**src/rtl/nmea_pkg.sv**
```systemverilog
// Shared types, ASCII constants and helpers for the NMEA-0183 sentence parser.
package nmea_pkg;

  typedef enum logic [2:0] {IDLE, HDR, BODY, CS_HI, CS_LO, COMMIT} state_t;
  typedef enum logic [1:0] {T_OTHER, T_GGA, T_VTG} stype_t;

  localparam logic [7:0] CH_DOLLAR = 8'h24;
  localparam logic [7:0] CH_STAR   = 8'h2A;
  localparam logic [7:0] CH_COMMA  = 8'h2C;
  localparam logic [7:0] CH_DOT    = 8'h2E;
  localparam logic [7:0] CH_ZERO   = 8'h30;
  localparam logic [7:0] CH_NINE   = 8'h39;
  localparam logic [7:0] CH_N      = 8'h4E;
  localparam logic [7:0] CH_E      = 8'h45;

  localparam logic [7:0] F_TIME  = 8'd1;
  localparam logic [7:0] F_LAT   = 8'd2;
  localparam logic [7:0] F_NS    = 8'd3;
  localparam logic [7:0] F_LON   = 8'd4;
  localparam logic [7:0] F_EW    = 8'd5;
  localparam logic [7:0] F_FIX   = 8'd6;
  localparam logic [7:0] F_SPEED = 8'd7;

  // Bit 4 flags a valid hex digit; bits 3:0 carry its value.
  function automatic logic [4:0] hex_nibble(input logic [7:0] c);
    logic [4:0] r;
    r = 5'd0;
    if (c >= 8'h30 && c <= 8'h39)
      r = {1'b1, c[3:0]};
    else if ((c >= 8'h41 && c <= 8'h46) || (c >= 8'h61 && c <= 8'h66))
      r = {1'b1, c[3:0] + 4'd9};
    return r;
  endfunction

  function automatic logic [47:0] pow10(input logic [2:0] n);
    case (n)
      3'd1:    return 48'd10;
      3'd2:    return 48'd100;
      3'd3:    return 48'd1000;
      3'd4:    return 48'd10000;
      3'd5:    return 48'd100000;
      default: return 48'd1;
    endcase
  endfunction

endpackage

```
**src/rtl/nmea_dec_accum.sv**
```systemverilog
// Digit-serial decimal accumulator: value = value*10 + digit, saturating at all-ones.
module nmea_dec_accum #(
  parameter int WIDTH = 16
) (
  input  logic             clk,
  input  logic             rst,
  input  logic             clear,
  input  logic             digit_en,
  input  logic [3:0]       digit,
  output logic [WIDTH-1:0] value
);
  logic [WIDTH+4:0] next_val;

  always_comb begin
    next_val = ({5'd0, value} * (WIDTH+5)'(10)) + (WIDTH+5)'(digit);
  end

  always_ff @(posedge clk) begin
    if (rst || clear)
      value <= '0;
    else if (digit_en)
      value <= (next_val > (WIDTH+5)'({WIDTH{1'b1}})) ? {WIDTH{1'b1}} : next_val[WIDTH-1:0];
  end
endmodule

```
**src/rtl/nmea_parser.sv**
```systemverilog
// Streaming NMEA-0183 decoder: GGA time/position/fix and VTG speed, published
// from shadow registers only when the sentence checksum matches.
module nmea_parser
  import nmea_pkg::*;
#(
  parameter int MAX_LEN     = 82,
  parameter int FRAC_DIGITS = 4,
  parameter int TIMEOUT     = 50_000_000
) (
  input  logic        clk,
  input  logic        rst,
  input  logic        rx_new,
  input  logic [7:0]  rx_data,
  output logic        fix_valid,
  output logic [23:0] utc_bcd,
  output logic [6:0]  lat_deg,
  output logic [23:0] lat_submins,
  output logic        lat_north,
  output logic [7:0]  lon_deg,
  output logic [23:0] lon_submins,
  output logic        lon_east,
  output logic [15:0] speed_kmh_x100,
  output logic        sentence_ok,
  output logic        csum_err,
  output logic        abort
);
  localparam int LW = $clog2(MAX_LEN + 2);
  localparam int TW = $clog2(TIMEOUT + 1);
  localparam logic [2:0] FRAC_N = 3'(FRAC_DIGITS);

  state_t        state;
  stype_t        stype;
  logic [7:0]    csum, cs_rx, field;
  logic [3:0]    cs_hi;
  logic [LW-1:0] len, len_next;
  logic [TW-1:0] idle_cnt;
  logic [2:0]    hdr_cnt, int_cnt, lat_fd, lon_fd, spd_fd, utc_n;
  logic [23:0]   hdr_sh, utc_sh;
  logic          seen_dot, field_first, ns_sh, ew_sh, fix_sh;

  logic          is_dollar, is_star, is_comma, is_dot, is_dig, active;
  logic          start, restart, len_over, timeout_hit;
  logic          field_char, int_dig, frac_dig;
  logic          lat_deg_en, lat_min_en, lon_deg_en, lon_min_en, spd_en;
  logic [4:0]    hex;
  logic [6:0]    lat_deg_sh;
  logic [7:0]    lon_deg_sh;
  logic [23:0]   lat_min_sh, lon_min_sh;
  logic [15:0]   spd_sh;
  logic [47:0]   lat_scaled, lon_scaled, spd_scaled;

  always_comb begin
    is_dollar   = rx_data == CH_DOLLAR;
    is_star     = rx_data == CH_STAR;
    is_comma    = rx_data == CH_COMMA;
    is_dot      = rx_data == CH_DOT;
    is_dig      = rx_data >= CH_ZERO && rx_data <= CH_NINE;
    hex         = hex_nibble(rx_data);
    active      = state inside {HDR, BODY, CS_HI, CS_LO};
    restart     = rx_new && is_dollar && active;
    start       = rx_new && is_dollar && (active || state == IDLE);
    len_next    = len + LW'(1);
    len_over    = rx_new && !is_dollar && (state == HDR || state == BODY) && len_next > LW'(MAX_LEN);
    timeout_hit = !rx_new && active && idle_cnt == TW'(TIMEOUT - 1);
    field_char  = rx_new && state == BODY && !is_dollar && !is_star && !is_comma && !len_over;
    int_dig     = field_char && is_dig && !seen_dot;
    frac_dig    = field_char && is_dig && seen_dot;
    lat_deg_en  = field == F_LAT && int_dig && int_cnt < 3'd2;
    lat_min_en  = field == F_LAT && ((int_dig && int_cnt >= 3'd2) || (frac_dig && lat_fd < FRAC_N));
    lon_deg_en  = field == F_LON && int_dig && int_cnt < 3'd3;
    lon_min_en  = field == F_LON && ((int_dig && int_cnt >= 3'd3) || (frac_dig && lon_fd < FRAC_N));
    spd_en      = field == F_SPEED && (int_dig || (frac_dig && spd_fd < 3'd2));
    // Missing fraction digits are zero-padded by scaling at commit time.
    lat_scaled  = 48'(lat_min_sh) * pow10(FRAC_N - lat_fd);
    lon_scaled  = 48'(lon_min_sh) * pow10(FRAC_N - lon_fd);
    spd_scaled  = 48'(spd_sh) * pow10(3'd2 - spd_fd);
  end

  nmea_dec_accum #(.WIDTH(7))  u_lat_deg (.clk(clk), .rst(rst), .clear(start), .digit_en(lat_deg_en),
                                          .digit(rx_data[3:0]), .value(lat_deg_sh));
  nmea_dec_accum #(.WIDTH(24)) u_lat_min (.clk(clk), .rst(rst), .clear(start), .digit_en(lat_min_en),
                                          .digit(rx_data[3:0]), .value(lat_min_sh));
  nmea_dec_accum #(.WIDTH(8))  u_lon_deg (.clk(clk), .rst(rst), .clear(start), .digit_en(lon_deg_en),
                                          .digit(rx_data[3:0]), .value(lon_deg_sh));
  nmea_dec_accum #(.WIDTH(24)) u_lon_min (.clk(clk), .rst(rst), .clear(start), .digit_en(lon_min_en),
                                          .digit(rx_data[3:0]), .value(lon_min_sh));
  nmea_dec_accum #(.WIDTH(16)) u_speed   (.clk(clk), .rst(rst), .clear(start), .digit_en(spd_en),
                                          .digit(rx_data[3:0]), .value(spd_sh));

  always_ff @(posedge clk) begin
    if (rst) begin
      state <= IDLE; stype <= T_OTHER; csum <= '0; cs_rx <= '0; cs_hi <= '0; field <= '0;
      len <= '0; idle_cnt <= '0; hdr_cnt <= '0; hdr_sh <= '0; int_cnt <= '0;
      lat_fd <= '0; lon_fd <= '0; spd_fd <= '0; utc_n <= '0; utc_sh <= '0;
      seen_dot <= 1'b0; field_first <= 1'b0; ns_sh <= 1'b0; ew_sh <= 1'b0; fix_sh <= 1'b0;
      fix_valid <= 1'b0; utc_bcd <= '0; lat_deg <= '0; lat_submins <= '0; lat_north <= 1'b0;
      lon_deg <= '0; lon_submins <= '0; lon_east <= 1'b0; speed_kmh_x100 <= '0;
      sentence_ok <= 1'b0; csum_err <= 1'b0; abort <= 1'b0;
    end else begin
      sentence_ok <= 1'b0;
      csum_err    <= 1'b0;
      abort       <= 1'b0;
      idle_cnt    <= (rx_new || !active) ? '0 : idle_cnt + TW'(1);
      if (timeout_hit) begin
        abort <= 1'b1;
        state <= IDLE;
      end else if (start) begin
        abort <= restart;
        state <= HDR; csum <= '0; len <= LW'(1); hdr_cnt <= '0; field <= '0; int_cnt <= '0;
        seen_dot <= 1'b0; field_first <= 1'b0; lat_fd <= '0; lon_fd <= '0; spd_fd <= '0;
        utc_n <= '0; utc_sh <= '0; ns_sh <= 1'b0; ew_sh <= 1'b0; fix_sh <= 1'b0;
      end else if (len_over) begin
        abort <= 1'b1;
        state <= IDLE;
      end else begin
        case (state)
          HDR: if (rx_new) begin
            len  <= len_next;
            csum <= csum ^ rx_data;
            if (hdr_cnt != 3'd5) begin
              hdr_sh  <= {hdr_sh[15:0], rx_data};
              hdr_cnt <= hdr_cnt + 3'd1;
            end else if (is_comma) begin
              state <= BODY; field <= 8'd1; field_first <= 1'b1;
              stype <= (hdr_sh == "GGA") ? T_GGA : (hdr_sh == "VTG") ? T_VTG : T_OTHER;
            end else begin
              abort <= 1'b1;
              state <= IDLE;
            end
          end
          BODY: if (rx_new) begin
            len <= len_next;
            if (is_star) begin
              state <= CS_HI;
            end else begin
              csum <= csum ^ rx_data;
              if (is_comma) begin
                if (field != 8'hFF) field <= field + 8'd1;
                int_cnt <= '0; seen_dot <= 1'b0; field_first <= 1'b1;
              end else begin
                field_first <= 1'b0;
                if (is_dot) seen_dot <= 1'b1;
                if (int_dig && int_cnt != 3'd7) int_cnt <= int_cnt + 3'd1;
                if (lat_min_en && frac_dig) lat_fd <= lat_fd + 3'd1;
                if (lon_min_en && frac_dig) lon_fd <= lon_fd + 3'd1;
                if (spd_en && frac_dig) spd_fd <= spd_fd + 3'd1;
                if (field == F_TIME && is_dig && utc_n != 3'd6) begin
                  utc_sh <= {utc_sh[19:0], rx_data[3:0]};
                  utc_n  <= utc_n + 3'd1;
                end
                if (field == F_NS) ns_sh <= rx_data == CH_N;
                if (field == F_EW) ew_sh <= rx_data == CH_E;
                if (field == F_FIX && field_first) fix_sh <= rx_data != CH_ZERO;
              end
            end
          end
          CS_HI: if (rx_new) begin
            if (hex[4]) begin
              cs_hi <= hex[3:0];
              state <= CS_LO;
            end else begin
              csum_err <= 1'b1;
              state    <= IDLE;
            end
          end
          CS_LO: if (rx_new) begin
            if (hex[4]) begin
              cs_rx <= {cs_hi, hex[3:0]};
              state <= COMMIT;
            end else begin
              csum_err <= 1'b1;
              state    <= IDLE;
            end
          end
          COMMIT: begin
            state <= IDLE;
            if (cs_rx == csum) begin
              sentence_ok <= 1'b1;
              if (stype == T_GGA) begin
                fix_valid   <= fix_sh;
                utc_bcd     <= utc_sh;
                lat_deg     <= lat_deg_sh;
                lat_submins <= (lat_scaled > 48'hFFFFFF) ? 24'hFFFFFF : lat_scaled[23:0];
                lat_north   <= ns_sh;
                lon_deg     <= lon_deg_sh;
                lon_submins <= (lon_scaled > 48'hFFFFFF) ? 24'hFFFFFF : lon_scaled[23:0];
                lon_east    <= ew_sh;
              end
              if (stype == T_VTG)
                speed_kmh_x100 <= (spd_scaled > 48'hFFFF) ? 16'hFFFF : spd_scaled[15:0];
            end else begin
              csum_err <= 1'b1;
            end
          end
          default: ;
        endcase
      end
    end
  end
endmodule

```
**config.mk**
```make
export PLATFORM = sky130hd
export DESIGN_NAME = nmea_parser
export DESIGN_NICKNAME = d
export VERILOG_FILES = /design/src/rtl/nmea_pkg.sv /design/src/rtl/nmea_dec_accum.sv /design/src/rtl/nmea_parser.sv
export SDC_FILE = /design/constraint.sdc
export NUM_CORES = 2
export LEC_CHECK = 0
export BUFFER_PORTS_ARGS = -buffer_cell sky130_fd_sc_hd__clkbuf_2
export CAP_MARGIN = 20
export CORE_MARGIN = 5
export CORE_UTILIZATION = 33
export DETAILED_ROUTE_END_ITERATION = 8
export PLACE_DENSITY = 0.44
export SLEW_MARGIN = 20
export SYNTH_ARGS = -nofsm -noshare
export SYNTH_HDL_FRONTEND = slang
export SYNTH_HIERARCHICAL = 1
export SYNTH_SLANG_ARGS = --single-unit
```
**constraint.sdc**
```tcl
create_clock -name clk -period 24.1 [get_ports clk]
set_input_delay 1.205 -clock clk [delete_from_list [all_inputs] [get_ports clk]]
set_output_delay 1.205 -clock clk [all_outputs]
set_load 0.05 [all_outputs]
```
==> run metrics <==
power density over the cells=21.7 mW/mm^2; CP most frequent cell=fa_1; Min Clock Period, post-route=9.35 ns; flop-to-flop setup slack=14.75 ns; Pins Over Slew Limit=0; register area share after synthesis=12.2%; FF-to-FF Start=spd_fd[0]; Synth Flop Type=dfxtp_1; Startpoint Class=register; synth warn=6; Worst Hold End=lat_deg[2]; Final Hold Vio Count=0; first-pass GRT wire length=254000 microns; r2r endpoint=speed_kmh_x100[3]; vias in the first global route=44200; via count=42200; #FFs+latches synth=325; CTS max path bufs=3; DR WL/cell=18.5 microns; GR Overflow Total=0; Final ANT Viol Nets=0; post-route clock period utilization=38.8%; number of port buffers=119; Routed WL=158000 microns; # DRC=0; Gate Count Post-Synth=6404; synthesized cell area=0.0533 sq mm; First DRT Iteration DRCs=2131; Max Used Layer=met4; Max stage delay cell, worst path=nor4b_4; max cap viols=0; Clock Skews=0.0529 ns; status=finished, final reports clean; Max-slew headroom=28.5%; clock sinks=325; GP Congestion=0.842; CP Data Required Time=24.56 ns; area growth from synthesis to layout=7.59%; peak fanout along the critical path=24; Hold Path Stages=2; peak supply drop=55.5 uV; CP peak stage delay=0.84 ns; ys async rst share=0%; chip height=412 microns; Root Buffer=clkbuf_16; crit end category=register; die area=0.170 sq mm; Core Footprint=0.161 sq mm; RSZ-0062 raised after global routing=false; cts bufs inserted=42; share of layout cells above drive strength 1=6.89%; post-cts sizing count=0; routed wl met3=4090 microns; Hold WS=0.451 ns; Worst Slack Setup Final=14.75 ns; Starting Density=33.2%; WS Path Type=register to register; CTS tree=built; Fillers=16900; nets@finish=7700; initial antenna violation count=2; most frequent cell after synthesis=inv_1; Fmax=107 MHz; Post-Syn Nets=7768; Post-synth top cells=inv_1 (1173), nand2_1 (693), fa_1 (681); met1 wire length=74100 microns; post-synth top area cell=fa_1; Setup TNS=0 ns; gr usage total=18.7%; Synth top area share=25.6%; Post-CTS Hold Fix Bufs=0; met2 wire len=76700 microns; Clock Latency Late Sink=0.63 ns; Die Width=412 microns; number of enable flip-flop cells after synthesis=0; CTS H-tree lvls=2; largest net degree at the start of global routing=77; postcts setup bufs=0; Setup-failing EPs final=0; Syn Area/Cell=8.33 sq um; post-synthesis cell type count=122; I/O pins=120; Clock transition at path regs=0.06 ns; Hold Startpoint=lat_deg[2]; Rows=147; length in cells of the worst reg-to-reg path=28; Arr. time, crit path=9.80 ns; dpl hpwl=128000 microns; top post-synthesis cells by area=fa_1 (26%), ha_1 (16%), dfxtp_1 (12%); Via density=4.95; Detailed Routing Iterations Pass 1=5; worst min path class=register to register; # diodes=0; pre-CTS WS=14.75 ns; leak pwr=29.3 nW; Worst Max-Slew Pin Slew=1.05 ns
[worst max path at each step]
| stage | from | end | slack, ns | cells after the start |
|---|---|---|---|---|
| floorplan | lon_fd[0] | lon_submins[5] | 16.00 | 29 |
| global placement | lon_fd[1] | lon_submins[1] | 14.82 | 28 |
| detailed placement | spd_fd[0] | speed_kmh_x100[14] | 14.75 | 28 |
| CTS | lon_fd[1] | lon_submins[3] | 14.74 | 30 |
| global route | spd_fd[1] | speed_kmh_x100[15] | 13.94 | 26 |
| finish | spd_fd[0] | speed_kmh_x100[3] | 14.75 | 28 |
[routing by layer]
| metal | vias to the layer above | global-route usage, % |
|---|---|---|
| met4 | 0 | 3.65 |
| met2 | 537 | 32.8 |
| met3 | 123 | 1.40 |
| li1 | 20600 | - |
| met1 | 20900 | 25.4 |
| met5 | - | 0 |
[power by group]
group	internal, mW	switching, mW
combinational	0.00466	0.0181
sequential	0.537	0.000102
clock	0.405	0.280
total	0.947	0.298
[cells by family after synthesis]
logic type,synth area share [%]
muxes,1.10
adders and majority gates,41.3
buffers and inverters,10.5
and+or+nand+nor,18.3
DFF,12.2
AOI/OAI and AO/OA,13.0
xor gates and xnor gates,3.59
[cell usage in the layout, fill, tap and decap left out, types with 25 or more instances in the layout]
master | netlist | final
nand4_1 | 44 | 44
and2_1 | 260 | 260
a21oi_1 | 303 | 303
a31oi_1 | 32 | 32
nor2b_1 | 28 | 28
dfxtp_1 | 325 | 325
clkbuf_2 | 2 | 118
o21ai_0 | 248 | 247
or2_2 | 34 | 34
a21oi_2 | 78 | 78
a211oi_1 | 64 | 64
xor2_1 | 109 | 109
nand3_1 | 118 | 118
or3_1 | 30 | 29
o21a_1 | 30 | 30
nand2_1 | 693 | 693
inv_1 | 1173 | 1173
and3_1 | 141 | 141
o211ai_1 | 25 | 25
xnor2_1 | 102 | 101
nor2_1 | 362 | 359
buf_4 | 4 | 44
mux2i_1 | 48 | 48
nor3_1 | 57 | 55
a21o_1 | 60 | 60
fa_1 | 681 | 681
nand2b_1 | 47 | 47
clkbuf_16 | 0 | 42
ha_1 | 672 | 672
[critical path: cells and delay by family (launching register included)]
kind                       cells  cell delay, ns
AOI/OAI and AO/OA              5            1.18
xor gates and xnor gates       1            0.16
adders and majority gates      8            3.71
buffers and inverters          5            0.40
DFF                            1            0.36
and+or+nand+nor                9            3.32
[layout make-up]
class                      count  area, sq um  share of cell area (%)
tap                         2160         2700                    4.71
clock inverter                21          303                   0.528
timing repair buffer         164          947                    1.65
inverter                    1175         4410                    7.69
clock buffer                  57         1190                    2.07
sequential                   325         6510                    11.3
multi-input combinational   4628        41300                    72.0
[through the flow]
step	total power, mW	area, sq um	util, %	std cells
3_5_place_dp	0.573	55900	34.8	8451
3_3_place_gp	0.572	55900	34.8	8451
6_report	1.24	57400	35.7	8530
5_1_grt	1.29	57400	35.7	8530
2_1_floorplan	0.561	53300	-	6404
4_1_cts	1.27	57400	35.7	8529
[flip-flops by register name, indices dropped and copies added, names as in the netlist, 8 cells and up]
| signal | cells |
|---|---|
| u_speed/value | 16 |
| cs_rx | 8 |
| lat_submins | 24 |
| u_lon_min/value | 24 |
| utc_bcd | 24 |
| lon_submins | 24 |
| idle_cnt | 26 |
| speed_kmh_x100 | 16 |
| utc_sh | 24 |
| hdr_sh | 24 |
| u_lat_min/value | 24 |
| u_lon_deg/value | 8 |
| csum | 8 |
| field | 8 |
| lon_deg | 8 |
Power figures use the tool's default switching activity.
